[src/rtl/tiny_mips_cpu.sv]
// tiny_mips_cpu: 16-bit multi-cycle load/store CPU, 8 registers, one synchronous RAM port.
// Define TINYMIPS_MUL_EN to turn opcode 1101 into MUL; otherwise it executes as a NOP.
module tiny_mips_cpu #(
    parameter int SIZE = 8
) (
    input  logic            clk,
    input  logic            rst,
    input  logic [15:0]     data_fromRAM,
    output logic            wrEn,
    output logic [SIZE-1:0] addr_toRAM,
    output logic [15:0]     data_toRAM
);
    typedef enum logic [2:0] {FETCH, DECODE, EXEC, LOADWB, HALT} state_t;

    state_t          r_state, w_next;
    logic [SIZE-1:0] r_pc, w_pc_next, w_pc_inc, w_pc_br, w_ea;
    logic [15:0]     r_ir;
    logic [15:0]     r_regs [8];
    logic [3:0]      w_op;
    logic [2:0]      w_a;
    logic [15:0]     w_ra, w_rb, w_rc, w_simm, w_alu;
    logic            w_we, w_mem, w_st;

    assign w_op     = r_ir[15:12];
    assign w_a      = r_ir[11:9];
    assign w_ra     = r_regs[r_ir[11:9]];
    assign w_rb     = r_regs[r_ir[8:6]];
    assign w_rc     = r_regs[r_ir[5:3]];
    assign w_simm   = {{10{r_ir[5]}}, r_ir[5:0]};
    assign w_pc_inc = r_pc + SIZE'(1);
    assign w_pc_br  = r_pc + w_simm[SIZE-1:0];
    assign w_ea     = w_rb[SIZE-1:0] + w_simm[SIZE-1:0];

    always_ff @(posedge clk) begin
        if (rst) begin
            r_state <= FETCH;
            r_pc    <= '0;
            r_ir    <= '0;
            r_regs  <= '{default: '0};
        end else begin
            r_state <= w_next;
            if (r_state == DECODE) r_ir <= data_fromRAM;
            // R0 is never written, so it keeps its reset value of zero
            if (r_state == EXEC && w_we && w_a != 3'd0) r_regs[w_a] <= w_alu;
            if (r_state == LOADWB && w_a != 3'd0) r_regs[w_a] <= data_fromRAM;
            if (r_state == LOADWB) r_pc <= w_pc_inc;
            else if (r_state == EXEC && w_op != 4'hA && w_op != 4'hF) r_pc <= w_pc_next;
        end
    end

    always_comb begin
        w_next = r_state == FETCH  ? DECODE :
                 r_state == DECODE ? EXEC :
                 r_state == EXEC   ? (w_op == 4'hA ? LOADWB : w_op == 4'hF ? HALT : FETCH) :
                 r_state == HALT   ? HALT : FETCH;
    end

    always_comb begin
        w_alu     = '0;
        w_we      = 1'b1;
        w_pc_next = w_pc_inc;
        case (w_op)
            4'h0: w_alu = w_rb + w_rc;
            4'h1: w_alu = w_rb + w_simm;
            4'h2: w_alu = ~(w_rb & w_rc);
            4'h3: w_alu = ~(w_rb & w_simm);
            4'h4: w_alu = w_rb >> w_rc[3:0];
            4'h5: w_alu = w_rb << w_rc[3:0];
            4'h6: w_alu = {15'd0, w_rb < w_rc};
            4'h7: w_alu = {7'd0, r_ir[8:0]};
            4'h8: begin
                w_we      = 1'b0;
                w_pc_next = (w_ra == w_rb) ? w_pc_br : w_pc_inc;
            end
            4'h9: begin
                w_we      = 1'b0;
                w_pc_next = (w_ra < w_rb) ? w_pc_br : w_pc_inc;
            end
            4'hC: begin
                w_alu     = 16'(w_pc_inc);
                w_pc_next = w_rb[SIZE-1:0];
            end
            4'hD: begin
`ifdef TINYMIPS_MUL_EN
                w_alu = w_rb * w_rc;
`else
                w_we  = 1'b0;
`endif
            end
            4'hE: w_alu = w_rb;
            default: w_we = 1'b0;
        endcase
    end

    // Outputs are forced quiet during reset so an aborted store never reaches the RAM
    always_comb begin
        w_mem      = r_state == EXEC && (w_op == 4'hA || w_op == 4'hB);
        w_st       = !rst && r_state == EXEC && w_op == 4'hB;
        wrEn       = w_st;
        addr_toRAM = rst ? '0 : w_mem ? w_ea : r_pc;
        data_toRAM = w_st ? w_ra : '0;
    end
endmodule

[config.mk]
export PLATFORM = sky130hd
export DESIGN_NAME = tiny_mips_cpu
export DESIGN_NICKNAME = d
export VERILOG_FILES = /design/src/rtl/tiny_mips_cpu.sv
export SDC_FILE = /design/constraint.sdc
export NUM_CORES = 1
export LEC_CHECK = 0
export ABC_AREA = 1
export ABC_CLOCK_PERIOD_IN_PS = 3700
export CORE_MARGIN = 2
export CORE_UTILIZATION = 44
export CTS_CLUSTER_SIZE = 25
export DETAILED_ROUTE_END_ITERATION = 16
export MAX_ROUTING_LAYER = met4
export PLACE_DENSITY = 0.64
export SLEW_MARGIN = 25
export SYNTH_ARGS = -nofsm -noshare
export SYNTH_HDL_FRONTEND = slang
export SYNTH_SLANG_ARGS = --single-unit
[constraint.sdc]
create_clock -name clk -period 3.7 [get_ports clk]
set_clock_uncertainty 0.2 [all_clocks]
set_input_delay 0.925 -clock clk [delete_from_list [all_inputs] [get_ports clk]]
set_output_delay 0.925 -clock clk [all_outputs]
set_load 0.01 [all_outputs]
==> results.json, run 1 <==
{
  "final_util_pct": 57.5,
  "dp.final_hpwl_um": 58100,
  "worst_setup_path_end_kind": "primary output",
  "port_buffers": 42,
  "layout_common_cells": "nand2_1, a21oi_1, buf_4",
  "antenna_found_initial": 3,
  "drive_gt1_share_pct": 22.7,
  "slowest_stage": "dfxtp_4",
  "viasPerCell": 6.09,
  "avgSynthCellArea_um2": 5.96,
  "fin_crit_sh_pct": 108,
  "hold_ws_ps": 275,
  "root_buffer": "clkbuf_16",
  "wl_met1_um": 31700,
  "clk_pin_slew_worst_paths_ps": 80,
  "synthCells": 2554,
  "clkSinkCount": 155,
  "ir_worst_vdd_v": 0.000373,
  "arrival_ps": 2880,
  "outcome": "finished with violations",
  "vias": 20030,
  "rsz0062_at_grt": "yes",
  "cp_max_fo": 5,
  "yosysUniqueCellTypes": 54,
  "synth_area_um2": 15200,
  "routed.top_layer": "met4",
  "drt_wl_total_um": 79500,
  "critPathTopFamily": "simple AND/OR/NAND/NOR gates",
  "fillCellCount": 3445,
  "ys_seq_elements": 155,
  "die-area_um2": 36100,
  "crit_path_frequent_cell": "nand2_1",
  "slew_violations": 0,
  "wl_met2_um": 34100,
  "post-route-min-period_ps": 4010,
  "area_growth_pct": 29.4,
  "synth_edf_count": 0,
  "synth_flop_cell": "dfxtp_1",
  "p_per_area_nw_per_um2": 346,
  "row_count": 68,
  "synth_nets": 2652,
  "start_util_pct": 44.4,
  "final_nets": 2919,
  "critPathKind": "reg2out",
  "cpPeakStageDelay_ps": 380,
  "die_h_um": 190,
  "die_w_um": 190,
  "critPathBufInv": 4,
  "overflow": 0,
  "crit_chain": "buf_6, nand2_2, nand3_2, nand2_1, nand2_1, nand2_2, ha_4, inv_2, fa_2, o31ai_4, nand2_1, nand2_2, a21oi_2, nand2_1, nand2_1, o221ai_2, inv_1, buf_2",
  "yosysSeqAreaShare_pct": 20.4,
  "start_kind": "flop",
  "dp_slack_ps": -393,
  "p_leak_nw": 8.52,
  "cp.required_ps": 2570,
  "numCtsBuffers": 17,
  "async_reset_ff_share_pct": 0,
  "place.gp.congestion": 1.04,
  "layout.cells.most_common": "nand2_1",
  "grt_usage_pct": 43.8,
  "first_iter_violations": 2955,
  "timing.final.ws_setup_ps": -305,
  "hold_violations": 0,
  "cts_buffer_depth": 2,
  "ios": 43,
  "cts-htree-levels": 4,
  "grt_pass1_wl_um": 114000,
  "cts_tree": "yes",
  "violations": "negative setup slack",
  "finalSetupViolations": 5,
  "insertion_delay_ps": 460,
  "grt_max_degree": 99,
  "dr.pass1.iters": 7,
  "total_power_mw": 6.81,
  "drc": 0,
  "slew-limit-headroom_pct": 32.3,
  "wl_per_cell_um": 24.2,
  "min_path_type": "reg2reg",
  "core-area_um2": 34300,
  "ys_warn_count": 0,
  "first_global_vias": 18085,
  "max_freq_mhz": 250,
  "ant_nets": 0,
  "worst_slew_pin_slew_ps": 1020,
  "wl_met3_um": 9480,
  "drv_cap": 0
}
-- logic make-up after synthesis --
kind of cell | synth area share [%]
AOI/OAI and AO/OA | 28.2
xor gates and xnor gates | 0.747
adders and majority gates | 6.72
buffers and inverters | 12.5
DFF | 20.4
and+or+nand+nor | 31.5
-- timing repair --
item / in CTS / in global routing
setup buffers: 14 / 27
resized for setup: 113 / 157
pin swaps: 27 / 60
hold buffers: 0 / 0
gates cloned: 0 / 3
endpoints found under the setup margin: 89 / 117
-- sequential cells by signal (all words and copies together) (netlist names) --
signal   cells
r_ir        16
r_pc         8
r_regs     128
r_state      3
-- per-layer routing --
layer / GRT usage (%) / up-vias
met3: 9.54 / 292
met2: 64.9 / 1369
met5: - / -
met4: 21.0 / 0
li1: - / 9164
met1: 56.6 / 9205
-- Yosys cell counts (7+ instances only) --
cell type | count | area, um2
nand2_1 | 636 | 2390
a21oi_1 | 418 | 2090
inv_1 | 264 | 991
o21ai_0 | 219 | 1100
nand3_1 | 203 | 1020
dfxtp_1 | 155 | 3100
nor2_1 | 87 | 327
ha_1 | 77 | 963
clkbuf_1 | 67 | 251
o22ai_1 | 52 | 325
o21ai_1 | 50 | 250
buf_2 | 38 | 190
nand4_1 | 37 | 231
inv_2 | 35 | 131
nand2_2 | 21 | 131
buf_6 | 20 | 225
nand3_2 | 18 | 180
a221oi_1 | 16 | 140
nor2_4 | 15 | 169
a31oi_1 | 9 | 56.3
o211ai_1 | 9 | 67.6
nor2_2 | 8 | 50.1
buf_1 | 7 | 26.3
buf_4 | 7 | 52.6
or2_2 | 7 | 43.8
xnor2_1 | 7 | 61.3
-- area by class of cell --
| type | instances | area, um2 | share of cell area [%] |
|---|---|---|---|
| inverter | 307 | 1190 | 6.04 |
| sequential | 155 | 3120 | 15.8 |
| clock inverter | 12 | 151 | 0.768 |
| clock buffer | 20 | 467 | 2.37 |
| antenna | 1 | 2.50 | 0.0127 |
| tap | 455 | 569 | 2.89 |
| timing repair buffer | 385 | 3300 | 16.8 |
| multi-input combinational | 1953 | 10900 | 55.3 |
| timing repair inverter | 2 | 17.5 | 0.0889 |
-- report_power, final --
part	switching [mW]	internal, mW
logic	2.02	1.13
clock network	0.864	1.07
registers	0.0354	1.70
total	2.92	3.89
-- final timing paths --
path                           from                     end  slack, ps  depth (start not counted)
min reg2reg  r_regs[120]$_SDFF_PP0_  r_regs[120]$_SDFF_PP0_        270                          2
max reg2reg    r_ir[3]$_SDFFE_PP0P_    r_regs[6]$_SDFF_PP0_         80                         23
min          r_regs[120]$_SDFF_PP0_  r_regs[120]$_SDFF_PP0_        270                          2
max            r_ir[6]$_SDFFE_PP0P_           addr_toRAM[6]       -310                         18
-- per-stage QoR --
step / cells / setup TNS (ps) / cell area, um2
floorplan: 2554 / 0 / 15200
global placement: 3215 / -6220 / 18000
detailed placement: 3215 / -8160 / 18000
CTS: 3260 / -589 / 18900
global route: 3289 / -1530 / 19700
finish: 3290 / -892 / 19700
-- worst min-delay path, stage by stage (launching register included) --
cell and delay (ps):
dfxtp_1 330, inv_1 70, nor2_1 40
No activity file was read; power rests on OpenSTA's default activity.
==> run 2, diff against run 1 <==
- ABC_CLOCK_PERIOD_IN_PS: 3700 -> 4800
- PLACE_DENSITY: 0.64 -> 0.62
- clock period: 3.7 -> 4.8 ns (I/O delays scaled with it)
==> run 2 against run 1 <==
The flow now finishes without violations. Sequential share of layout area up 2.8 points. Critical path depth is 1 lower. First-iteration DRC count is 1.0% lower. Sequential cell count unchanged. Clock power is 25% lower. Non-clock buffer count down 271. Sequential power shrank 23%. Routed wire length decreased by 7.7%. Via count fell by 7.2%. Worst setup slack better by 410 ps. Power down 32%. Largest power group unchanged.
==> results.json, run 2 (synthesized netlist as in run 1, its figures left out) <==
{
  "ir_worst_vdd_v": 0.000336,
  "arrival_ps": 3290,
  "max_freq_mhz": 213,
  "cts_buffer_depth": 2,
  "grt_max_degree": 78,
  "first_iter_violations": 2925,
  "clk_pin_slew_worst_paths_ps": 70,
  "die_w_um": 190,
  "p_leak_nw": 6.89,
  "dp.final_hpwl_um": 53400,
  "drive_gt1_share_pct": 9.29,
  "drv_cap": 0,
  "slew-limit-headroom_pct": 44.1,
  "place.gp.congestion": 1.04,
  "outcome": "complete, no violations",
  "hold_violations": 0,
  "wl_met2_um": 31300,
  "largest_reg_flops": 128,
  "antenna_found_initial": 1,
  "drc": 0,
  "p_int_mw": 2.62,
  "insertion_delay_ps": 450,
  "final_util_pct": 48.8,
  "wl_per_cell_um": 24.3,
  "switchingPower_mw": 2.03,
  "worst_slew_pin_slew_ps": 838,
  "fin_crit_sh_pct": 97.8,
  "clkPwrFrac_pct": 31.1,
  "layout_common_cells": "nand2_1, a21oi_1, inv_1",
  "ios": 43,
  "place_inst": 2984,
  "post-route-min-period_ps": 4690,
  "row_count": 68,
  "die_h_um": 190,
  "overflow": 0,
  "ant_nets": 0,
  "vias": 18582,
  "viasPerCell": 6.16,
  "critPathKind": "reg2out",
  "dr.pass1.iters": 6,
  "grt_pass1_wl_um": 107000,
  "cp_max_fo": 25,
  "first_global_vias": 16499,
  "antenna_cells": 0,
  "clkSinkCount": 155,
  "slew_violations": 0,
  "wl_met3_um": 8300,
  "cts-htree-levels": 4,
  "area_growth_pct": 9.82,
  "min_path_type": "reg2reg",
  "port_buffers": 42,
  "start_kind": "flop",
  "routed.top_layer": "met4",
  "pwr-share-seq_pct": 28.8,
  "final_nets": 2646,
  "postCtsHoldBufs": 0,
  "p_per_area_nw_per_um2": 278,
  "rsz0062_at_grt": "yes",
  "drt_wl_total_um": 73400,
  "die-area_um2": 36100,
  "start_util_pct": 44.4,
  "layout.cells.most_common": "nand2_1",
  "core-area_um2": 34300,
  "p_comb_share_pct": 40.1,
  "wl_met1_um": 31000,
  "finalSetupViolations": 0,
  "fin_cells": 3016,
  "post_cts_buffers": 0,
  "swShare_pct": 43.7,
  "cp.required_ps": 3400,
  "numCtsBuffers": 17,
  "largest_registers": "r_regs: 128 flops, r_ir: 16 flops, r_pc: 8 flops",
  "largest-register": "r_regs",
  "worst_setup_path_end_kind": "primary output",
  "root_buffer": "clkbuf_16",
  "cts_tree": "yes",
  "grt_usage_pct": 41.1
}
==> run 2: changes by cell type in the layout (fill, tap and decap cells not counted), sizes merged, moves of 3 or more <==
| cell | previous run | this run |
|---|---|---|
| buf | 346 | 72 |
| clkdlybuf4s50 | 18 | 41 |
| dlygate4sd2 | 17 | 0 |
| clkbuf | 24 | 19 |
| clkinv | 10 | 7 |
| clkinvlp | 1 | 4 |
==> run 2: power groups by stage <==
stage | clock network [mW] | registers (mW) | logic, mW
2_1_floorplan | 0 | 1.36 | 1.20
3_3_place_gp | 0 | 1.37 | 1.77
3_5_place_dp | 0 | 1.37 | 1.79
4_1_cts | 1.45 | 1.34 | 1.80
5_1_grt | 1.50 | 1.34 | 2.00
6_report | 1.44 | 1.34 | 1.87
==> run 2: routing by layer <==
metal,vias to the layer above,track usage [%]
met4,0,16.2
met3,159,7.97
met2,1171,59.9
li1,8590,-
met1,8662,55.8
met5,-,-
==> run 2: worst max-delay path, cell delays in order, from the launching register on <==
cell and delay, ps:
dfxtp_2 360, inv_2 160, buf_4 380, nand3_1 130, nand2_1 80, nand2_1 50, nand2_2 110, ha_1 260
inv_1 90, o21ai_1 80, nand2_1 60, nand2_1 40, a21oi_1 160, nand2_1 70, nand2_1 60, o221ai_1 130
inv_1 90, clkdlybuf4s50_1 530
==> run 2: final timing paths <==
kind | startpoint | endpoint | slack, ps | cells after the start
worst max-delay path | r_ir[7]$_SDFFE_PP0P_ | addr_toRAM[7] | 110 | 17
worst min-delay path | r_regs[120]$_SDFF_PP0_ | r_regs[120]$_SDFF_PP0_ | 270 | 2
worst max register to register | r_ir[4]$_SDFFE_PP0P_ | r_regs[12]$_SDFF_PP0_ | 510 | 19
worst min register to register | r_regs[120]$_SDFF_PP0_ | r_regs[120]$_SDFF_PP0_ | 270 | 2
==> run 2: area by class of cell <==
class                   instances  area (um2)
fillers                      3684       17600
multi-input cells            1953       10200
flip-flops and latches        155        3110
inverters                     307        1170
repair buffers                114        1040
well taps                     455         569
clock buffers                  19         443
clock inverters                13         156
==> run 2: metrics by stage <==
stage	setup TNS [ps]	power [mW]	hold slack, ps	setup WS [ps]	cell area, um2
final	0	4.65	273	107	16700
after global routing	-169	4.85	291	-169	16700
after CTS	0	4.59	271	10.4	16700
after detailed placement	0	3.15	260	285	16100
after global placement	0	3.14	252	317	16100
after floorplan	0	2.56	234	935	15200
==> run 2: what timing repair did <==
item	4_1_cts	5_1_grt
setup endpoints to repair	3	6
pin swaps	0	0
gates resized for setup	9	14
